## src/rtl/orc_r32i_core.sv

```systemverilog
// Multi-cycle RV32I core: FETCH -> EXECUTE -> (LOAD) -> FETCH over separate fetch, load and store ports.
// Fetch and load requests are registered and held until acked; stores are a one-cycle posted strobe.
module orc_r32i_core #(
  parameter logic [31:0] P_RESET_PC = 32'h0000_0000
) (
  input  logic        clk,
  input  logic        resetn,
  output logic        o_inst_read,
  input  logic        i_inst_read_ack,
  output logic [31:0] o_inst_read_addr,
  input  logic [31:0] i_inst_read_data,
  output logic        o_master_read,
  input  logic        i_master_read_ack,
  output logic [31:0] o_master_read_addr,
  input  logic [31:0] i_master_read_data,
  output logic        o_master_write,
  input  logic        i_master_write_ack,
  output logic [31:0] o_master_write_addr,
  output logic [31:0] o_master_write_data,
  output logic [3:0]  o_master_write_byte_enable
);

  typedef enum logic [1:0] {S_FETCH, S_EXECUTE, S_LOAD} state_t;

  localparam logic [6:0] OPC_LUI    = 7'h37;
  localparam logic [6:0] OPC_AUIPC  = 7'h17;
  localparam logic [6:0] OPC_JAL    = 7'h6f;
  localparam logic [6:0] OPC_JALR   = 7'h67;
  localparam logic [6:0] OPC_BRANCH = 7'h63;
  localparam logic [6:0] OPC_LOAD   = 7'h03;
  localparam logic [6:0] OPC_STORE  = 7'h23;
  localparam logic [6:0] OPC_OPIMM  = 7'h13;
  localparam logic [6:0] OPC_OP     = 7'h33;

  state_t      state_q, state_d;
  logic [31:0] pc_q, pc_d;
  logic [31:0] ir_q, ir_d;
  logic        inst_read_q, inst_read_d;
  logic [31:0] inst_addr_q, inst_addr_d;
  logic        mem_read_q, mem_read_d;
  logic [31:0] mem_addr_q, mem_addr_d;
  logic [31:0] rf_q [32];

  logic        rf_we;
  logic [31:0] rf_wdata;
  logic        wr_en;
  logic [31:0] wr_addr, wr_data;
  logic [3:0]  wr_be;
  logic        unused_write_ack;

  assign unused_write_ack = i_master_write_ack;

  logic [6:0]  opcode;
  logic [4:0]  rd, rs1, rs2;
  logic [2:0]  f3;
  logic [31:0] imm_i, imm_s, imm_b, imm_u, imm_j;
  logic [31:0] rs1_val, rs2_val;

  assign opcode  = ir_q[6:0];
  assign rd      = ir_q[11:7];
  assign f3      = ir_q[14:12];
  assign rs1     = ir_q[19:15];
  assign rs2     = ir_q[24:20];
  assign imm_i   = {{20{ir_q[31]}}, ir_q[31:20]};
  assign imm_s   = {{20{ir_q[31]}}, ir_q[31:25], ir_q[11:7]};
  assign imm_b   = {{19{ir_q[31]}}, ir_q[31], ir_q[7], ir_q[30:25], ir_q[11:8], 1'b0};
  assign imm_u   = {ir_q[31:12], 12'h000};
  assign imm_j   = {{11{ir_q[31]}}, ir_q[31], ir_q[19:12], ir_q[20], ir_q[30:21], 1'b0};
  assign rs1_val = (rs1 == 5'd0) ? 32'h0 : rf_q[rs1];
  assign rs2_val = (rs2 == 5'd0) ? 32'h0 : rf_q[rs2];

  logic [31:0] alu_b, alu_res;
  logic        br_taken;

  always_comb begin
    alu_b   = (opcode == OPC_OP) ? rs2_val : imm_i;
    alu_res = 32'h0;
    case (f3)
      3'b000: alu_res = (opcode == OPC_OP && ir_q[30]) ? rs1_val - alu_b : rs1_val + alu_b;
      3'b001: alu_res = rs1_val << alu_b[4:0];
      3'b010: alu_res = {31'h0, $signed(rs1_val) < $signed(alu_b)};
      3'b011: alu_res = {31'h0, rs1_val < alu_b};
      3'b100: alu_res = rs1_val ^ alu_b;
      3'b101: alu_res = ir_q[30] ? 32'($signed(rs1_val) >>> alu_b[4:0]) : rs1_val >> alu_b[4:0];
      3'b110: alu_res = rs1_val | alu_b;
      default: alu_res = rs1_val & alu_b;
    endcase
  end

  always_comb begin
    br_taken = 1'b0;
    case (f3)
      3'b000: br_taken = rs1_val == rs2_val;
      3'b001: br_taken = rs1_val != rs2_val;
      3'b100: br_taken = $signed(rs1_val) < $signed(rs2_val);
      3'b101: br_taken = $signed(rs1_val) >= $signed(rs2_val);
      3'b110: br_taken = rs1_val < rs2_val;
      3'b111: br_taken = rs1_val >= rs2_val;
      default: br_taken = 1'b0;
    endcase
  end

  always_comb begin
    state_d     = state_q;
    pc_d        = pc_q;
    ir_d        = ir_q;
    inst_read_d = inst_read_q;
    inst_addr_d = inst_addr_q;
    mem_read_d  = mem_read_q;
    mem_addr_d  = mem_addr_q;
    rf_we       = 1'b0;
    rf_wdata    = 32'h0;
    wr_en       = 1'b0;
    wr_addr     = 32'h0;
    wr_data     = 32'h0;
    wr_be       = 4'h0;
    case (state_q)
      S_FETCH: begin
        // Acks only count against a request we actually have on the bus.
        if (inst_read_q && i_inst_read_ack) begin
          ir_d        = i_inst_read_data;
          inst_read_d = 1'b0;
          state_d     = S_EXECUTE;
        end else if (!inst_read_q) begin
          inst_read_d = 1'b1;
          inst_addr_d = pc_q;
        end
      end
      S_EXECUTE: begin
        pc_d    = pc_q + 32'd4;
        state_d = S_FETCH;
        case (opcode)
          OPC_LUI:   begin rf_we = 1'b1; rf_wdata = imm_u; end
          OPC_AUIPC: begin rf_we = 1'b1; rf_wdata = pc_q + imm_u; end
          OPC_OP, OPC_OPIMM: begin rf_we = 1'b1; rf_wdata = alu_res; end
          OPC_JAL: begin
            rf_we = 1'b1; rf_wdata = pc_q + 32'd4; pc_d = pc_q + imm_j;
          end
          OPC_JALR: begin
            rf_we = 1'b1; rf_wdata = pc_q + 32'd4; pc_d = (rs1_val + imm_i) & ~32'd1;
          end
          OPC_BRANCH: if (br_taken) pc_d = pc_q + imm_b;
          OPC_STORE: begin
            wr_en   = 1'b1;
            wr_addr = rs1_val + imm_s;
            case (f3[1:0])
              2'b00:   begin wr_data = {24'h0, rs2_val[7:0]};  wr_be = 4'b0001; end
              2'b01:   begin wr_data = {16'h0, rs2_val[15:0]}; wr_be = 4'b0011; end
              default: begin wr_data = rs2_val;                wr_be = 4'b1111; end
            endcase
          end
          OPC_LOAD: begin
            state_d    = S_LOAD;
            pc_d       = pc_q;
            mem_read_d = 1'b1;
            mem_addr_d = rs1_val + imm_i;
          end
          default: ;
        endcase
        if (state_d == S_FETCH) begin
          inst_read_d = 1'b1;
          inst_addr_d = pc_d;
        end
      end
      S_LOAD: begin
        if (mem_read_q && i_master_read_ack) begin
          rf_we = 1'b1;
          case (f3)
            3'b000:  rf_wdata = {{24{i_master_read_data[7]}}, i_master_read_data[7:0]};
            3'b001:  rf_wdata = {{16{i_master_read_data[15]}}, i_master_read_data[15:0]};
            3'b100:  rf_wdata = {24'h0, i_master_read_data[7:0]};
            3'b101:  rf_wdata = {16'h0, i_master_read_data[15:0]};
            default: rf_wdata = i_master_read_data;
          endcase
          mem_read_d  = 1'b0;
          pc_d        = pc_q + 32'd4;
          state_d     = S_FETCH;
          inst_read_d = 1'b1;
          inst_addr_d = pc_q + 32'd4;
        end
      end
      default: state_d = S_FETCH;
    endcase
  end

  always_ff @(posedge clk) begin
    if (!resetn) begin
      state_q     <= S_FETCH;
      pc_q        <= P_RESET_PC;
      ir_q        <= 32'h0;
      inst_read_q <= 1'b0;
      inst_addr_q <= 32'h0;
      mem_read_q  <= 1'b0;
      mem_addr_q  <= 32'h0;
      for (int i = 0; i < 32; i++) rf_q[i] <= 32'h0;
    end else begin
      state_q     <= state_d;
      pc_q        <= pc_d;
      ir_q        <= ir_d;
      inst_read_q <= inst_read_d;
      inst_addr_q <= inst_addr_d;
      mem_read_q  <= mem_read_d;
      mem_addr_q  <= mem_addr_d;
      if (rf_we && rd != 5'd0) rf_q[rd] <= rf_wdata;
    end
  end

  assign o_inst_read                = inst_read_q;
  assign o_inst_read_addr           = inst_addr_q;
  assign o_master_read              = mem_read_q;
  assign o_master_read_addr         = mem_addr_q;
  assign o_master_write             = wr_en;
  assign o_master_write_addr        = wr_addr;
  assign o_master_write_data        = wr_data;
  assign o_master_write_byte_enable = wr_be;

endmodule

```

## config.mk

```make
export PLATFORM = sky130hd
export DESIGN_NAME = orc_r32i_core
export DESIGN_NICKNAME = d
export VERILOG_FILES = /design/src/rtl/orc_r32i_core.sv
export SDC_FILE = /design/constraint.sdc
export NUM_CORES = 2
export LEC_CHECK = 0
export BUFFER_PORTS_ARGS = -buffer_cell sky130_fd_sc_hd__clkbuf_2
export CAP_MARGIN = 20
export CORE_ASPECT_RATIO = 0.9
export CORE_UTILIZATION = 25
export DETAILED_ROUTE_END_ITERATION = 16
export HOLD_SLACK_MARGIN = 0.08
export PLACE_DENSITY = 0.45
export SLEW_MARGIN = 30
export SYNTH_ARGS = -nofsm -noshare
export SYNTH_HDL_FRONTEND = slang
export SYNTH_SLANG_ARGS = --single-unit
```

## constraint.sdc

```tcl
create_clock -name clk -period 6.9 [get_ports clk]
set_input_delay 0.69 -clock clk [delete_from_list [all_inputs] [get_ports clk]]
set_output_delay 0.69 -clock clk [all_outputs]
set_load 0.02 [all_outputs]
```

Word-level counts from Yosys, hierarchy flattened. Memories as Yosys holds them, arrays and structs flattened. A register that Yosys moved wholly into a read port is not among the register bits. Cells that the tools add are included.

Latch bits: 0. Memory bits (read-only): 0. Register bits: 132. Input port bits: 69. RAM bits: 1024. Memories: 1. Output and inout port bits: 135.

Multiply operators: 0. Shift operators: 3. Divide/modulo/power cells: 0. Reductions and logical operators: 24. Bitwise logic cells: 3. $add $sub $neg: 8. Equality and inequality tests: 27. Muxes and demuxes: 55. Magnitude comparators: 6.

Memory list: rf_q (depth 32, bits a word 32, read ports 2, clocked after Yosys merged registers in 2, write ports 32, RTL line 42) `logic [31:0] rf_q [32];`.

Operator list (count): $mux 32 (16); $pmux 32 s4 (3); $pmux 32 s7 (1); $add 32x32->32 (6); $pmux 32 s2 (3); $lt 32x32->1 (4); $pmux 32 s3 (1); $ge 32x32->1 (2); $add 32x3->32 const B (1); $and 32x32->32 (1); $eq 32x32->1 (1); $ne 32x32->1 (1); $or 32x32->32 (1); $reduce_or 32->1 (1); $shl 32x5->32 (1); $shr 32x5->32 (1); $sshr 32x5->32 (1); $sub 32x32->32 (1); $xor 32x32->32 (1); $mux 5 (5); $eq 7x6->1 const B (3); $eq 7x7->1 const B (3); $eq 7x5->1 const B (2); $mux 1 (14); 27 further kinds (52).

Depth between registers and ports, before layout.
Depth after elaboration: 10. Mapped depth: 27. Mapped depth without buffers: 19.

Worst setup path after synthesis. OpenSTA, ideal clock, no wires.

Path kind: register to register. Start: reg with a tool-made name. End: mem rf_q[1][22] (data pin). Arrival time: 6.735 ns. Cell stages (with the launch flop): 25. Period minus slack after synthesis: 7.011 ns. Data required time: 6.623 ns. Path slack: -0.111 ns. Setup time: 0.277 ns. Cell sequence: dfxtp_1 -> buf_6 -> buf_6 -> buf_1 -> buf_1 -> buf_1 -> mux4_2 -> mux4_2 -> mux2_2 -> nand2_1 -> o21ai_0 -> ha_1 -> clkbuf_1 -> nand3b_1 -> o221ai_1 -> a2111oi_0 -> nor3_1 -> o211ai_1 -> a2111oi_0 -> o21ai_0 -> a31oi_1 -> mux2_2 -> o41ai_4 -> buf_6 -> a21oi_2.

RTL lines (RTL line): to (decl) (42).

==> metrics <==
die area=320,000 um^2; fmax=around 0.15 GHz; Fillers=around 32,000; met1 usage=between 30% and 40%; Yosys cell types=~120; unrepaired setup endpoints after global routing=true; P_leak=32.2 nW; flops & latches, synth=between 1,000 and 1,500; Hold Path Sink=ir_q[27]$_SDFFE_PN0P_; ANT nets after route=0; DRT Pass-1 Iters=8; CTS Buf Count=~150; Initial Utilization=25.2%; clk_skew=around 0.099 ns; Max Cap Violations=0; Initial DRC Count=10,500; switching share of power=32.0%; P_sw=~6.6 mW; commonest non-fill, non-tap cell in the layout=nor2_1; initial antenna violation count=40; Layout area overhead=19.4%; worst vdd ir=about 190 uV; Longest Clk Path Bufs=4; commonest cells after routing, fill and taps aside=1,072 x nor2_1, 1,024 x edfxtp_1, 662 x buf_4; DR vias=72,400; Crit path arrival time=between 6 and 7 ns; Reg2Reg Setup Slack=around 0.09 ns; CP bufs+invs=6; crit path time final=between 6 and 7 ns; Worst-path clk slew=0.06 ns; synthesized cell area=about 79,000 um^2; Most common cell on crit path=buf_4; drt via density=5.97; Worst Setup Start Kind=flip-flop; Yosys warning total=0; Worst Setup Path Type=reg2out; worst skew pair latency=0.86 ns; Flop pwr share=39.3%; sequential cell area=approximately 34,000 um^2; Routability Congestion=around 0.98; first-pass GRT wire length=600,000 um; clock sinks=1,166; Finished Layout Cells=between 10,000 and 15,000; CTS tree=built; Residual DRC=0; PD cells=217 nW/um^2; clock group share of total power=a little under two fifths; grt peak-use layer=met2; worst path cell trace=nand2b_1 -> nor2_1 -> buf_4 -> a22oi_1 -> nand4_1 -> buf_4 -> and2_1 -> buf_4 -> ha_1 -> buf_4 -> inv_1 -> o21bai_1 -> a21o_1 -> a21oi_1 -> o21ai_0 -> a221oi_1 -> xor2_1 -> nor2_1 -> clkbuf_2; Rel. slew slack=between 20% and 30%; largest net degree at the start of global routing=66; drt total wl=roughly 450,000 um; GRT Resource Usage Total=approximately 27%; Synth Instances=approximately 7,400; asr flop ratio synth=0%; Hold Crit Class=in2reg; Chip Height=approximately 540 um; Worst Tran Pin Value=between 1 and 1.5 ns; num rows=slightly below 200; CP Max Fanout=21; Clock Root Buffer=clkbuf_16; post-synthesis sequential area ratio=between 40% and 50%; GRT Residual Overflow=0; Most used DFF post-synth=edfxtp_1; Critical Path Slowest Stage Cell=dfxtp_4; vias in the first global route=68,800; Horiz. Die Dim=~600 um; DR WL/cell=about 37 um; Final Max Tran Viols=0; Crit. End Element=output port; P_int=14.0 mW; hold_sp=i_inst_read_data[27]; met2 usage in global routing=a little over 40%; Buffers on Ports=between 200 and 250; Worst Reg-to-Reg Cells=24; final hold violations=0; share of cells above drive strength 1=around 26%; status=finished clean; final count of negative-setup-slack endpoints=0; Core Area=between 300,000 and 400,000 um^2; Avg Inst Size Synth=approximately 11 um^2; fin crit share=~99%; Worst Path Required=~6.2 ns; Worst path top cell family by delay=simple AND/OR/NAND/NOR gates; r2r endpoint=rf_q[20][31]$_SDFFCE_PN0P_; WHS Path Cells=3; max incr delay on CP=between 0.6 and 0.7 ns; Hold Buf Count CTS=0; Comb pwr share=a little under a quarter; dpl cells=11,800; H-Tree Depth=4; number of top-level pins=just over 200; area occupied by multi-input gates=between 40,000 and 50,000 um^2; Min Hold Slack=~0.16 ns; Detailed Place HPWL=about 310,000 um; Post-synth EDFFs=1,024; fin nets=between 8,000 and 9,000; routing usage on met3=under 10%
[layer usage]
metal	vias to the layer above	routed length, um
met3	955	48800
li1	29200	-
met5	-	146
met2	4895	192000
met1	37300	182000
met4	20	24400
[power groups by stage]
stage / Combinational [mW] / Sequential (mW) / Clock (mW)
finish: 4.85 / 8.09 / 7.66
global route: 4.97 / 8.11 / 7.94
CTS: 4.68 / 8.08 / 7.72
detailed placement: 4.65 / 8.23 / 0
global placement: 4.68 / 8.21 / 0
floorplan: 2.33 / 8.17 / 0
[cells in the mapped netlist, types with 44 or more instances]
library cell | count | share of area [%]
a211oi_1 | 87 | 0.82
a21o_1 | 82 | 0.78
a21oi_1 | 552 | 3.5
a21oi_2 | 94 | 1.0
a221oi_1 | 55 | 0.61
a22oi_1 | 134 | 1.3
a31oi_1 | 83 | 0.65
buf_1 | 52 | 0.25
buf_2 | 132 | 0.83
buf_4 | 44 | 0.42
buf_6 | 56 | 0.80
clkbuf_1 | 394 | 1.9
dfxtp_1 | 142 | 3.6
edfxtp_1 | 1024 | 39
ha_1 | 224 | 3.5
inv_1 | 151 | 0.71
mux2i_1 | 208 | 2.6
mux4_2 | 480 | 14
nand2_1 | 540 | 2.6
nand3_1 | 137 | 0.86
nand4_1 | 60 | 0.47
nor2_1 | 1084 | 5.1
nor2b_1 | 59 | 0.47
nor3_1 | 155 | 0.98
o211ai_1 | 53 | 0.50
o21a_1 | 45 | 0.43
o21ai_0 | 294 | 1.9
o22ai_1 | 116 | 0.91
xnor2_1 | 107 | 1.2
xor2_1 | 57 | 0.63
[cell families (layout without fill, tap and decap cells)]
kind of cell             Yosys count  in the layout  synth area share [%]
AND/OR/NAND/NOR                 2292           2292                  12.8
AO/OA/AOI/OAI                   1948           1948                  16.6
XOR/XNOR                         164            164                  1.81
buffers and inverters            863           1390                  5.33
adder cells (fa/ha/maj)          231            231                  3.71
flip-flops                      1166           1166                  42.4
other                              1             44               0.00473
multiplexers                     745            745                  17.4
[timing repair]
action,4_1_cts,5_1_grt
setup buffers,2,12
resized for setup,6,22
endpoints found under the setup margin,48,356
pin swaps,1,3
[through the flow]
stage | utilization [%] | setup slack, ns | power [mW] | TNS, ns | instance area [um^2]
final | 30.1 | 0.0463 | 20.6 | 0 | 94700
after global placement | 28.6 | -0.401 | 12.9 | -11.25 | 89900
after floorplan | - | 0.0845 | 10.5 | 0 | 79400
after CTS | 30.0 | 0.00929 | 20.5 | 0 | 94500
after global routing | 30.1 | -0.0504 | 21.0 | -0.0912 | 94700
after detailed placement | 28.6 | -0.348 | 12.9 | -4.77 | 89900
[state kept, by name, indices dropped and copies added (netlist names), named ones only]
name                flops
pc_q                   32
o_master_read_addr     32
rf_q                 1024
state_q                 2
o_inst_read             1
o_inst_read_addr       32
ir_q                   32
o_master_read           1
[worst max-delay path by stage]
| stage | from | to | slack [ns] | depth (start not counted) |
|---|---|---|---|---|
| 2_1_floorplan | flip-flop | rf_q[1][22]$_SDFFCE_PN0P_ | 0.08 | 24 |
| 3_3_place_gp | flip-flop | o_inst_read_addr[24]$_SDFFE_PN0P_ | -0.40 | 23 |
| 3_5_place_dp | flip-flop | o_inst_read_addr[24]$_SDFFE_PN0P_ | -0.35 | 23 |
| 4_1_cts | flip-flop | o_inst_read_addr[24]$_SDFFE_PN0P_ | 0.009 | 22 |
| 5_1_grt | flip-flop | o_inst_read_addr[21]$_SDFFE_PN0P_ | -0.05 | 21 |
| 6_report | flip-flop | o_master_write_addr[24] | 0.05 | 19 |
[cell type report]
cell class | count | share of cell area [%]
Clock buffer | 180 | 4.12
Multi-Input combinational cell | 5412 | 44.7
Antenna cell | 12 | 0.0317
Clock inverter | 68 | 0.679
Tap cell | 4137 | 5.47
Inverter | 159 | 0.638
Timing Repair Buffer | 983 | 8.81
Sequential cell | 1166 | 35.5
[worst reg2reg max path, delay by kind of cell (launching register included)]
| kind | cells | cell delay (ns) |
|---|---|---|
| AOI/OAI and AO/OA | 8 | 1.82 |
| buffers and inverters | 8 | 1.63 |
| muxes | 3 | 1.29 |
| and+or+nand+nor | 3 | 0.85 |
| adders and majority gates | 1 | 0.43 |
| DFF | 1 | 0.42 |
| xor gates and xnor gates | 1 | 0.12 |
Note: power is estimated with default switching activity, not from simulation.
